--- src/rtl/game_pkg.sv ---
// Shared types and constants for the breakout game-flow controller.
package game_pkg;

    typedef enum logic [2:0] {
        IDLE        = 3'd0,
        SERVE       = 3'd1,
        PLAY        = 3'd2,
        PAUSE_LOST  = 3'd3,
        PAUSE_CLEAR = 3'd4,
        GAME_OVER   = 3'd5,
        WIN         = 3'd6
    } state_t;

    localparam int unsigned LIVES_W = 3;
    localparam int unsigned LEVEL_W = 4;
    localparam int unsigned CNT_W   = 7;

    localparam int unsigned SERVE_FRAMES_DEF = 60;
    localparam int unsigned PAUSE_FRAMES_DEF = 90;

endpackage

--- src/rtl/game_ctrl_frame_timer.sv ---
// Saturating frame_tick counter with clear; done once the count reaches a runtime limit.
module frame_timer
    import game_pkg::*;
(
    input  logic             clock,
    input  logic             reset,
    input  logic             clear,
    input  logic             tick,
    input  logic [CNT_W-1:0] limit,
    output logic             done
);

    logic [CNT_W-1:0] count;

    // clear wins over tick so a frame arriving on a state change is not counted in the new state
    always_ff @(posedge clock) begin
        if (reset || clear) begin
            count <= '0;
        end else if (tick && (count != '1)) begin
            count <= count + 1'b1;
        end
    end

    assign done = (count >= limit);

endmodule

--- src/rtl/game_ctrl.sv ---
// Breakout game-flow FSM: serve/play/pause sequencing, lives, level and end-of-game flags.
module game_ctrl
    import game_pkg::*;
#(
    parameter int unsigned N_BLOCKS     = 5,
    parameter int unsigned LIVES_INIT   = 3,
    parameter int unsigned MAX_LEVEL    = 4,
    parameter int unsigned SERVE_FRAMES = SERVE_FRAMES_DEF,
    parameter int unsigned PAUSE_FRAMES = PAUSE_FRAMES_DEF
) (
    input  logic                clock,
    input  logic                reset,
    input  logic                start,
    input  logic                frame_tick,
    input  logic                ball_lost,
    input  logic                block_bottom,
    input  logic [N_BLOCKS-1:0] blocks_alive,
    output logic                run,
    output logic                serve,
    output logic                level_restart,
    output logic [LIVES_W-1:0]  lives,
    output logic [LEVEL_W-1:0]  level,
    output logic                game_over,
    output logic                game_won,
    output logic [2:0]          state_dbg
);

    localparam logic [LIVES_W-1:0] LIVES_RST = LIVES_W'(LIVES_INIT);
    localparam logic [LEVEL_W-1:0] LEVEL_MAX = LEVEL_W'(MAX_LEVEL);

    state_t             state, state_nxt;
    logic [LIVES_W-1:0] lives_nxt;
    logic [LEVEL_W-1:0] level_nxt;
    logic               serve_nxt, restart_nxt;
    logic               ball_lost_q, lost_evt;
    logic               restart_d1, restart_d2, clear_guard;
    logic               timer_done, timer_clear;
    logic [CNT_W-1:0]   timer_limit;

    assign lost_evt    = ball_lost & ~ball_lost_q;
    // bloco exist flags lag the respawn by a cycle, so an empty vector right after it is stale
    assign clear_guard = level_restart | restart_d1 | restart_d2;
    assign timer_clear = (state_nxt != state);
    assign timer_limit = (state == SERVE) ? CNT_W'(SERVE_FRAMES) : CNT_W'(PAUSE_FRAMES);

    frame_timer u_timer (
        .clock (clock),
        .reset (reset),
        .clear (timer_clear),
        .tick  (frame_tick),
        .limit (timer_limit),
        .done  (timer_done)
    );

    always_ff @(posedge clock) begin
        if (reset) begin
            state         <= IDLE;
            lives         <= LIVES_RST;
            level         <= LEVEL_W'(1);
            serve         <= 1'b0;
            level_restart <= 1'b0;
            ball_lost_q   <= 1'b0;
            restart_d1    <= 1'b0;
            restart_d2    <= 1'b0;
        end else begin
            state         <= state_nxt;
            lives         <= lives_nxt;
            level         <= level_nxt;
            serve         <= serve_nxt;
            level_restart <= restart_nxt;
            ball_lost_q   <= ball_lost;
            restart_d1    <= level_restart;
            restart_d2    <= restart_d1;
        end
    end

    always_comb begin
        state_nxt   = state;
        lives_nxt   = lives;
        level_nxt   = level;
        serve_nxt   = 1'b0;
        restart_nxt = 1'b0;
        case (state)
            IDLE: begin
                if (start) begin
                    state_nxt   = SERVE;
                    serve_nxt   = 1'b1;
                    restart_nxt = 1'b1;
                end
            end
            SERVE: begin
                if (!start) begin
                    state_nxt = IDLE;
                end else if (timer_done) begin
                    state_nxt = PLAY;
                end
            end
            PLAY: begin
                if (block_bottom) begin
                    state_nxt = GAME_OVER;
                end else if (lost_evt) begin
                    if (lives <= LIVES_W'(1)) begin
                        lives_nxt = '0;
                        state_nxt = GAME_OVER;
                    end else begin
                        lives_nxt = lives - 1'b1;
                        state_nxt = PAUSE_LOST;
                    end
                end else if ((blocks_alive == '0) && !clear_guard) begin
                    if (level >= LEVEL_MAX) begin
                        state_nxt = WIN;
                    end else begin
                        level_nxt = level + 1'b1;
                        state_nxt = PAUSE_CLEAR;
                    end
                end else if (!start) begin
                    state_nxt = IDLE;
                end
            end
            PAUSE_LOST: begin
                if (timer_done) begin
                    state_nxt = SERVE;
                    serve_nxt = 1'b1;
                end
            end
            PAUSE_CLEAR: begin
                if (timer_done) begin
                    state_nxt   = SERVE;
                    serve_nxt   = 1'b1;
                    restart_nxt = 1'b1;
                end
            end
            GAME_OVER, WIN: state_nxt = state;
            default:        state_nxt = IDLE;
        endcase
    end

    always_comb begin
        run       = (state == PLAY);
        game_over = (state == GAME_OVER);
        game_won  = (state == WIN);
        state_dbg = state;
    end

endmodule
--- config.mk ---
export PLATFORM = sky130hd
export DESIGN_NAME = game_ctrl
export DESIGN_NICKNAME = d
export VERILOG_FILES = /design/src/rtl/game_pkg.sv /design/src/rtl/game_ctrl_frame_timer.sv /design/src/rtl/game_ctrl.sv
export SDC_FILE = /design/constraint.sdc
export NUM_CORES = 1
export LEC_CHECK = 0
export CAP_MARGIN = 15
export CORE_ASPECT_RATIO = 0.6
export CORE_MARGIN = 4
export CORE_UTILIZATION = 25
export CTS_CLUSTER_SIZE = 25
export DETAILED_ROUTE_END_ITERATION = 10
export GPL_TIMING_DRIVEN = 1
export PLACE_DENSITY = 0.44
export SYNTH_ARGS = -nofsm -noshare
export SYNTH_HDL_FRONTEND = slang
export SYNTH_SLANG_ARGS = --single-unit
--- constraint.sdc ---
create_clock -name clock -period 2.82 [get_ports clock]
set_input_delay 0.564 -clock clock [delete_from_list [all_inputs] [get_ports clock]]
set_output_delay 0.564 -clock clock [all_outputs]
set_load 0.05 [all_outputs]
; After elaboration in Yosys (flattened, before gate mapping)
; Index checks and enable logic that the tools add are counted.
[word_totals]
reg_bits = 22
input_bits = 11
wordCells = 57
[op_classes]
n_addsub = 3
n_lt_le_gt_ge = 3
n_eq_ne = 8
muxes = 17
bitwise_logic = 7
n_reduce_logical = 10
[op_table]
columns = cell, count
row1 = $mux W3, 10
row2 = $pmux W3 S5, 1
row3 = $eq A3 B3 Y1 const B, 3
row4 = $add A7 B1 Y7 const B, 1
row5 = $ge A7 B7 Y1, 1
row6 = $mux W7, 1
row7 = $ne A7 B7 Y1 const B, 1
row8 = $eq A3 B2 Y1 const B, 2
row9 = $logic_not A5 Y1, 1
row10 = $reduce_and A5 Y1, 1
row11 = $add A4 B1 Y4 const B, 1
row12 = $ge A4 B3 Y1 const B, 1
row13 = $not A1 Y1, 4
row14 = $pmux W1 S2, 2
row15 = $reduce_or A2 Y1, 2
row16 = $eq A3 B1 Y1 const B, 1
row17 = $le A3 B1 Y1 const B, 1
row18 = $logic_not A3 Y1, 1
row19 = $ne A3 B3 Y1, 1
row20 = $reduce_and A3 Y1, 1
row21 = $sub A3 B1 Y3 const B, 1
row22 = $logic_and A1 B1 Y1, 2
row23 = $mux W1, 2
row24 = $mux W2, 1
row25 = other kinds (4), 5

; Logic depth before layout (Yosys ltp)
; Gate-level depths: netlist of run 1.
[logic_depth]
word_depth = 10
depth_mapped = 10

; Cells and area by module
; From an unflattened synthesis of run 1, not the netlist that was laid out.
[hier_totals]
cells_unflattened = 174
area_unflattened_um2 = 1403.8
[by_module_without_submodules]
columns = module, instances, cells_each, area_per_inst_um2, seq_area_each_um2
row1 = game_ctrl, 1, 113, 902.1, 300.3
row2 = frame_timer, 1, 61, 501.7, 140.1

; Worst setup path after synthesis of run 1
; No wires, ideal clock.
[synth_path]
path_kind = register -> register
startpoint = register state[2] (netlist: state_dbg[2])
endpoint = register u_timer.count[2]
setup_ns = 0.091
arrival_ns = 2.883
path_slack_ns = -0.155
path_stages_with_launch = 7
n_path_buf = 1
period_less_slack_ns = 2.975
path_cell_list = dfxtp_1 clkbuf_1 nor3b_1 a21oi_1 nand4b_1 o2111ai_2 a311oi_1
[synth_via]
word_cells_on_any_way = 22
[synth_lines]
columns = item, line
row1 = "start, declared", game_ctrl.sv:31  ; state_t state, state_nxt;
row2 = "start signal, assigned", game_ctrl.sv:66  ; state <= state_nxt;
row3 = $eq A3 B3 Y1, --
row4 = net game_won, game_ctrl.sv:24  ; output logic game_won,
row5 = $reduce_or A2 Y1, game_ctrl.sv:83  ; case (state)
row6 = $pmux W3 S5, game_ctrl.sv:83
row7 = $ne A3 B3 Y1, game_ctrl.sv:43  ; assign timer_clear = (state_nxt != state);
row8 = $logic_or A1 B1 Y1, game_ctrl_frame_timer.sv:17  ; if (reset || clear) begin
row9 = "end signal, assigned", game_ctrl_frame_timer.sv:20  ; count <= count + 1'b1;
row10 = "end, declared", game_ctrl_frame_timer.sv:13  ; logic [CNT_W-1:0] count;
; The timed path passes the listed nets, and every way through them passes these cells.
; A chain may end at the register's enable or synchronous reset.

; Final worst setup path of run 1
[layout_path]
startpoint = register state[1] (netlist: state_dbg[1])
endpoint = output port run
[layout_via]
elab_chain_len = 1
[layout_rtl]
columns = item, line
row1 = $eq A3 B2 Y1, game_ctrl.sv:139  ; run = (state == PLAY);
row2 = "end, declared", game_ctrl.sv:18  ; output logic run,
; Every way passes these cells.

==> results of run 1 <==
## sequential cells by signal (all words and copies together) (netlist names)
| register | cells |
|---|---|
| ball_lost_q | 1 |
| level | 4 |
| level_restart | 1 |
| lives | 3 |
| restart_d1 | 1 |
| restart_d2 | 1 |
| serve | 1 |
| state_dbg | 3 |
| u_timer.count | 7 |
## per-stage QoR
step                setup slack [ns]  instances
floorplan                     0.0196        141
global placement               0.169        231
detailed placement            0.0941        231
CTS                           0.0603        235
global route                 0.00765        237
finish                         0.165        237
## power groups by stage
stage	Sequential, W	Clock (W)	Combinational (W)
2_1_floorplan	0.000337	0	0.0000356
3_3_place_gp	0.000328	0	0.0000818
3_5_place_dp	0.000328	0	0.0000827
4_1_cts	0.000321	0.000242	0.0000832
5_1_grt	0.000322	0.000253	0.0000947
6_report	0.000320	0.000228	0.0000859
## what timing repair did
item                       4_1_cts  5_1_grt
setup buffers                    0        2
gates resized for setup          0        1
hold endpoints to repair         0        0
setup endpoints to repair        0        2
## layout make-up
type | count | share of cell area [%]
multi-input combinational | 104 | 43.9
sequential | 22 | 26.7
timing repair buffer | 33 | 18.8
tap | 63 | 4.77
clock buffer | 4 | 3.33
inverter | 11 | 2.50
## cell usage after synthesis (all sizes together)
| library cell | instances |
|---|---|
| a311oi | 2 |
| a221oi | 1 |
| and4 | 1 |
| xnor2 | 1 |
| nor2 | 18 |
| and3b | 1 |
| o31ai | 1 |
| o21ai | 3 |
| clkbuf | 2 |
| dfxtp | 22 |
| a211oi | 1 |
| a22o | 1 |
| xor2 | 3 |
| or3b | 1 |
| nand3 | 1 |
| nor3b | 3 |
| a21boi | 1 |
| nand2b | 3 |
| nor2b | 7 |
| inv | 11 |
| or4b | 1 |
| o2111ai | 1 |
| buf | 2 |
| nor3 | 7 |
| nand2 | 10 |
| o311ai | 1 |
| nand4b | 1 |
| o41ai | 1 |
| ha | 8 |
| a211o | 1 |
| nor4b | 2 |
| and3 | 3 |
| nand4 | 1 |
| a41oi | 2 |
| a21oi | 13 |
| o21bai | 1 |
| nor4 | 2 |
## per-layer routing
| layer | vias up | wire (µm) | track usage, % |
|---|---|---|---|
| li1 | 572 | - | - |
| met1 | 508 | 1690 | 15.8 |
| met2 | 26 | 1210 | 13.9 |
| met3 | 4 | 128 | 3.34 |
| met4 | 0 | 42 | 4.34 |
| met5 | - | 0 | 0 |
## placed cells by master (no fill, tap or decap), types with 3 or more instances in the layout
master	Yosys	final
a21oi_1	13	13
buf_4	1	8
clkbuf_8	0	4
clkdlybuf4s50_1	0	25
dfxtp_1	22	21
ha_1	8	8
inv_1	10	10
nand2_1	10	10
nand2b_1	3	3
nor2_1	18	18
nor2b_1	7	7
nor3_1	5	5
xor2_1	3	3
## cells by family after synthesis
group	synth area share [%]
simple gates	28.7
compound gates	18.8
flops	36.3
buf+inv	5.05
fa+ha+maj	8.24
xor+xnor	2.88
## critical path: cells and delay by family, from the launching register on
kind | cells | cell delay [ns]
buffers and inverters | 3 | 1.05
AND/OR/NAND/NOR | 1 | 0.42
flip-flops | 1 | 0.36
## how the worst max path moves through the flow
stage / startpoint / end / slack, ns
5_1_grt: state_dbg[1] / u_timer.count[0] / 0.008
6_report: state_dbg[1] / run / 0.17
2_1_floorplan: state_dbg[0] / u_timer.count[2] / 0.02
4_1_cts: state_dbg[1] / u_timer.count[2] / 0.06
3_3_place_gp: state_dbg[1] / u_timer.count[4] / 0.17
3_5_place_dp: state_dbg[1] / u_timer.count[2] / 0.09
==> results.yml, run 1 <==
status:
  status: "completed"
synth:
  ys_seq_area_share_pct: 36.3
  synth_fp_nets: 160
  synthesis.instances: 141
  syn_area_per_cell_um2: 8.62
  ys_ff_latch: 22
  ys_types: 43
  synth_area_leaders: "dfxtp_1, ha_1, nor2_1"
  synth_top_area_cell: "dfxtp_1"
  yosys_warnings: 0
  synth.top_cell.area_share_pct: 36.3
  syn_area_mm2: 0.00121
floorplanning:
  io-pin-count: 26
  dieArea_mm2: 0.00608
  start_util_pct: 26.2
  die-width_um: 98.0
  core_area_mm2: 0.00464
  fp.dieH_um: 62
  rows: 19
setup_path:
  r2r_cells: 9
  crit_fanout: 10
  arrival_ns: 2.09
  reg2reg_slack_ns: 0.17
  cp_slowest_cell: "clkdlybuf4s50_1"
  crit_type: "reg -> out"
  critPathCaptureType: "output pin"
  crit_chain: "buf_4 > or3b_4 > inv_1 > clkdlybuf4s50_1"
  r2r-end: "u_timer.count[4]"
  critPathMaxStageDelay_ns: 0.80
  timing.rr.start: "state_dbg[1]"
  crit_path_start_kind: "register"
  cp.required_ns: 2.26
power_and_ir_drop:
  p_per_area_mw_per_mm2: 384
  sw_frac_of_total_pct: 24.1
  cell_internal_pwr_w: 0.000481
  p_seq_share_pct: 50.5
  finalPower_w: 0.000634
  p_sw_w: 0.000153
  p_leak_nw: 0.648
  clock_power_share_pct: 35.9
  ir_drop_mv: 0.162
  pwr-share-comb_pct: 13.6
flow_run:
  drv_cap: 0
route:
  route.vias.total: 1110
  final_antenna_net_count: 0
  drc: 0
  avgRoutedWirePerCell_um: 13.0
  drtIter0Drc: 44
  firstDrtPassIters: 4
  drt-total-wl_um: 3070
  via_per_inst: 4.68
timing:
  clock_skew_ns: 0.00414
  finalHoldViolCount: 0
  timing.final.max_slew_violations: 0
  rsz0062_at_grt: "no"
  slew-limit-headroom_pct: 62.0
  period_needed_ns: 2.65
  hold-worst-slack_ns: 0.480
  finalCritPeriodShare_pct: 94.1
  finalSetupTns_ns: 0
  tightest_slew_ns: 0.562
  fmax_mhz: 377
  setup_viol: 0
cells_and_area:
  num_antenna_cells: 0
  area_growth_pct: 35.9
  nFillCells: 478
  finalInstanceArea_mm2: 0.00165
  drive_gt1_share_pct: 14.4
  nets: 194
  multi_input_area_um2: 724
  final-seq-area_um2: 442
  fin_util_pct: 35.6
global_routing:
  grt_max_degree: 16
  grt_pass1_wl_um: 5000
  grt_pass1_vias: 1028
  grt.overflow.total: 0
  antenna_found_initial: 0
  track_usage_pct: 10.6
clocking:
  cts_root_buffer: "clkbuf_8"
  ctsHtreeMaxLevel: 1
  clkTransAtPathRegs_ns: 0.08
  cts_buffer_depth: 2
  insertion_delay_ns: 0.26
  cts.sinks: 22
  cts_tree: "built"
  cts_buffers: 3
  cts_hold_buf: 0
placed_design:
  dp_hpwl_um: 2460
  gp_congestion: 0.785
  dpl-instance-area_mm2: 0.00158
  portBuffers: 25
hold_path:
  hold_class: "reg -> reg"
  whs_path_depth: 1
  hold_end: "restart_d2"
  min_from: "restart_d1"
Note: power is estimated with default switching activity, not from simulation.
==> run 2, diff against run 1 <==
--- a/config.mk
+++ b/config.mk
@@ -6,7 +6,7 @@
 export NUM_CORES = 1
 export LEC_CHECK = 0
 export CAP_MARGIN = 15
-export CORE_ASPECT_RATIO = 0.6
+export CORE_ASPECT_RATIO = 0.75
 export CORE_MARGIN = 4
 export CORE_UTILIZATION = 25
 export CTS_CLUSTER_SIZE = 25
==> run 2 against run 1 <==
Effect of this change: flip-flop and latch count unchanged; global-route usage increased by 0.35 points; cell count decreased by 2.5%; via count increased by 0.99%; fmax decreased by 1.5%; combinational power decreased by 2%; clock power increased by 31%; highest routed layer unchanged.
==> results.yml, run 2 (synthesized netlist as in run 1, its figures left out) <==
clocking:
  clkTransAtPathRegs_ns: 0.09
  cts_buffer_depth: 2
  cts_hold_buf: 0
  ctsHtreeMaxLevel: 1
  postCtsSetupBuffers: 0
  cts_resized: 0
  cts.sinks: 22
  cts_buffers: 3
  insertion_delay_ns: 0.27
  cts_tree: "built"
  cts_root_buffer: "clkbuf_8"
setup_path:
  crit_path_start_kind: "register"
  cp.required_ns: 2.26
  critPathCaptureType: "output pin"
  crit_buf_inv: 3
  crit_chain: "buf_4 > or3b_4 > inv_1 > clkdlybuf4s50_1"
  cp_top_family: "buffers and inverters"
  critPathMaxStageDelay_ns: 0.80
  crit_type: "reg -> out"
  cp_slowest_cell: "clkdlybuf4s50_1"
  crit_fanout: 10
  arrival_ns: 2.13
power_and_ir_drop:
  p_per_area_mw_per_mm2: 426
  finalPower_w: 0.000704
  p_leak_nw: 0.654
  ir_drop_mv: 0.155
timing:
  setup_viol: 0
  fmax_mhz: 371
  tightest_slew_ns: 0.683
  finalCritPeriodShare_pct: 95.6
  finalHoldViolCount: 0
  finalSetupTns_ns: 0
  period_needed_ns: 2.70
  setup_ws_ns: 0.124
  hold-worst-slack_ns: 0.489
  clock_skew_ns: 0.00456
  slew-limit-headroom_pct: 53.8
  timing.final.max_slew_violations: 0
route:
  via_per_inst: 4.85
  firstDrtPassIters: 4
  route.vias.total: 1121
  drtIter0Drc: 69
  wl_met1_um: 1590
  drt-total-wl_um: 3050
  route.met2.wl_um: 1250
  avgRoutedWirePerCell_um: 13.2
  final_antenna_net_count: 0
  top_layer: "met4"
  routed-wl-met3_um: 172
  drc: 0
cells_and_area:
  layout_common_cells: "clkdlybuf4s50_1, dfxtp_1, nor2_1"
  nFillCells: 481
  nets: 194
  finalInstanceArea_mm2: 0.00165
  regMostFlops: "u_timer.count"
  largest_reg_flops: 7
  num_antenna_cells: 0
  top_regs: "u_timer.count: 7 flops, level: 4 flops"
  layout_commonest_cell: "clkdlybuf4s50_1"
  drive_gt1_share_pct: 13.8
  area_growth_pct: 36.1
  multi_input_area_um2: 718
  final-seq-area_um2: 442
floorplanning:
  io-pin-count: 26
  fp.dieH_um: 68.4
  start_util_pct: 26.6
  rows: 21
  dieArea_mm2: 0.00605
  die-width_um: 88.5
  core_area_mm2: 0.00457
placed_design:
  dpl-instance-area_mm2: 0.00157
  pre_cts_slack_ns: 0.0524
  gp_congestion: 0.764
  portBuffers: 25
  dp_hpwl_um: 2400
status:
  status: "completed"
global_routing:
  track_usage_pct: 11.0
  grt_pass1_vias: 1117
  grt_max_degree: 16
  antenna_found_initial: 0
  grt_pass1_wl_um: 5020
  grt.overflow.total: 0
flow_run:
  drv_cap: 0
hold_path:
  hold_class: "reg -> reg"
-- run 2: changes by cell type in the layout (fill, tap and decap cells not counted) --
cell / before / now
clkbuf_8: 4 / 3
a311oi_1: 1 / 2
a311oi_2: 1 / 0
bufinv_16: 0 / 1
-- run 2: path summary, 6_finish.rpt --
path | startpoint | endpoint | slack, ns | depth (start not counted)
hold reg to reg | restart_d1 | restart_d2 | 0.49 | 1
setup reg to reg | state_dbg[1] | u_timer.count[4] | 0.17 | 9
setup / recovery | state_dbg[1] | run | 0.12 | 4
hold / removal | restart_d1 | restart_d2 | 0.49 | 1
-- run 2: layout make-up --
cell class	count	share of cell area, %
clock inverter	1	1.82
clock buffer	3	2.50
inverter	11	2.50
sequential	22	26.7
multi-input combinational	104	43.4
timing repair buffer	33	18.8
tap	57	4.31
-- run 2: stage by stage --
stage | std cells | util (%)
5_1_grt | 231 | 36.2
4_1_cts | 229 | 35.9
2_1_floorplan | 141 | -
6_report | 231 | 36.2
3_5_place_dp | 225 | 34.3
3_3_place_gp | 225 | 34.3
-- run 2: worst register-to-register path, delay by kind of cell (launching register included) --
kind | cells | cell delay [ns]
AOI/OAI and AO/OA | 5 | 1.42
adders and majority gates | 1 | 0.29
buffers and inverters | 1 | 0.11
DFF | 1 | 0.34
and+or+nand+nor | 2 | 0.40
-- run 2: layer usage --
layer	track usage [%]	vias to the layer above
li1	-	569
met1	15.0	523
met2	16.8	25
met3	2.89	4
met4	3.58	0
met5	0	-
-- run 2: where the power goes --
| part | switching, W | internal (W) | total, W |
|---|---|---|---|
| Combinational | 0.0000446 | 0.0000400 | 0.0000846 |
| Sequential | 0.00000388 | 0.000317 | 0.000321 |
| Clock | 0.000109 | 0.000190 | 0.000299 |
| Total | 0.000158 | 0.000546 | 0.000704 |
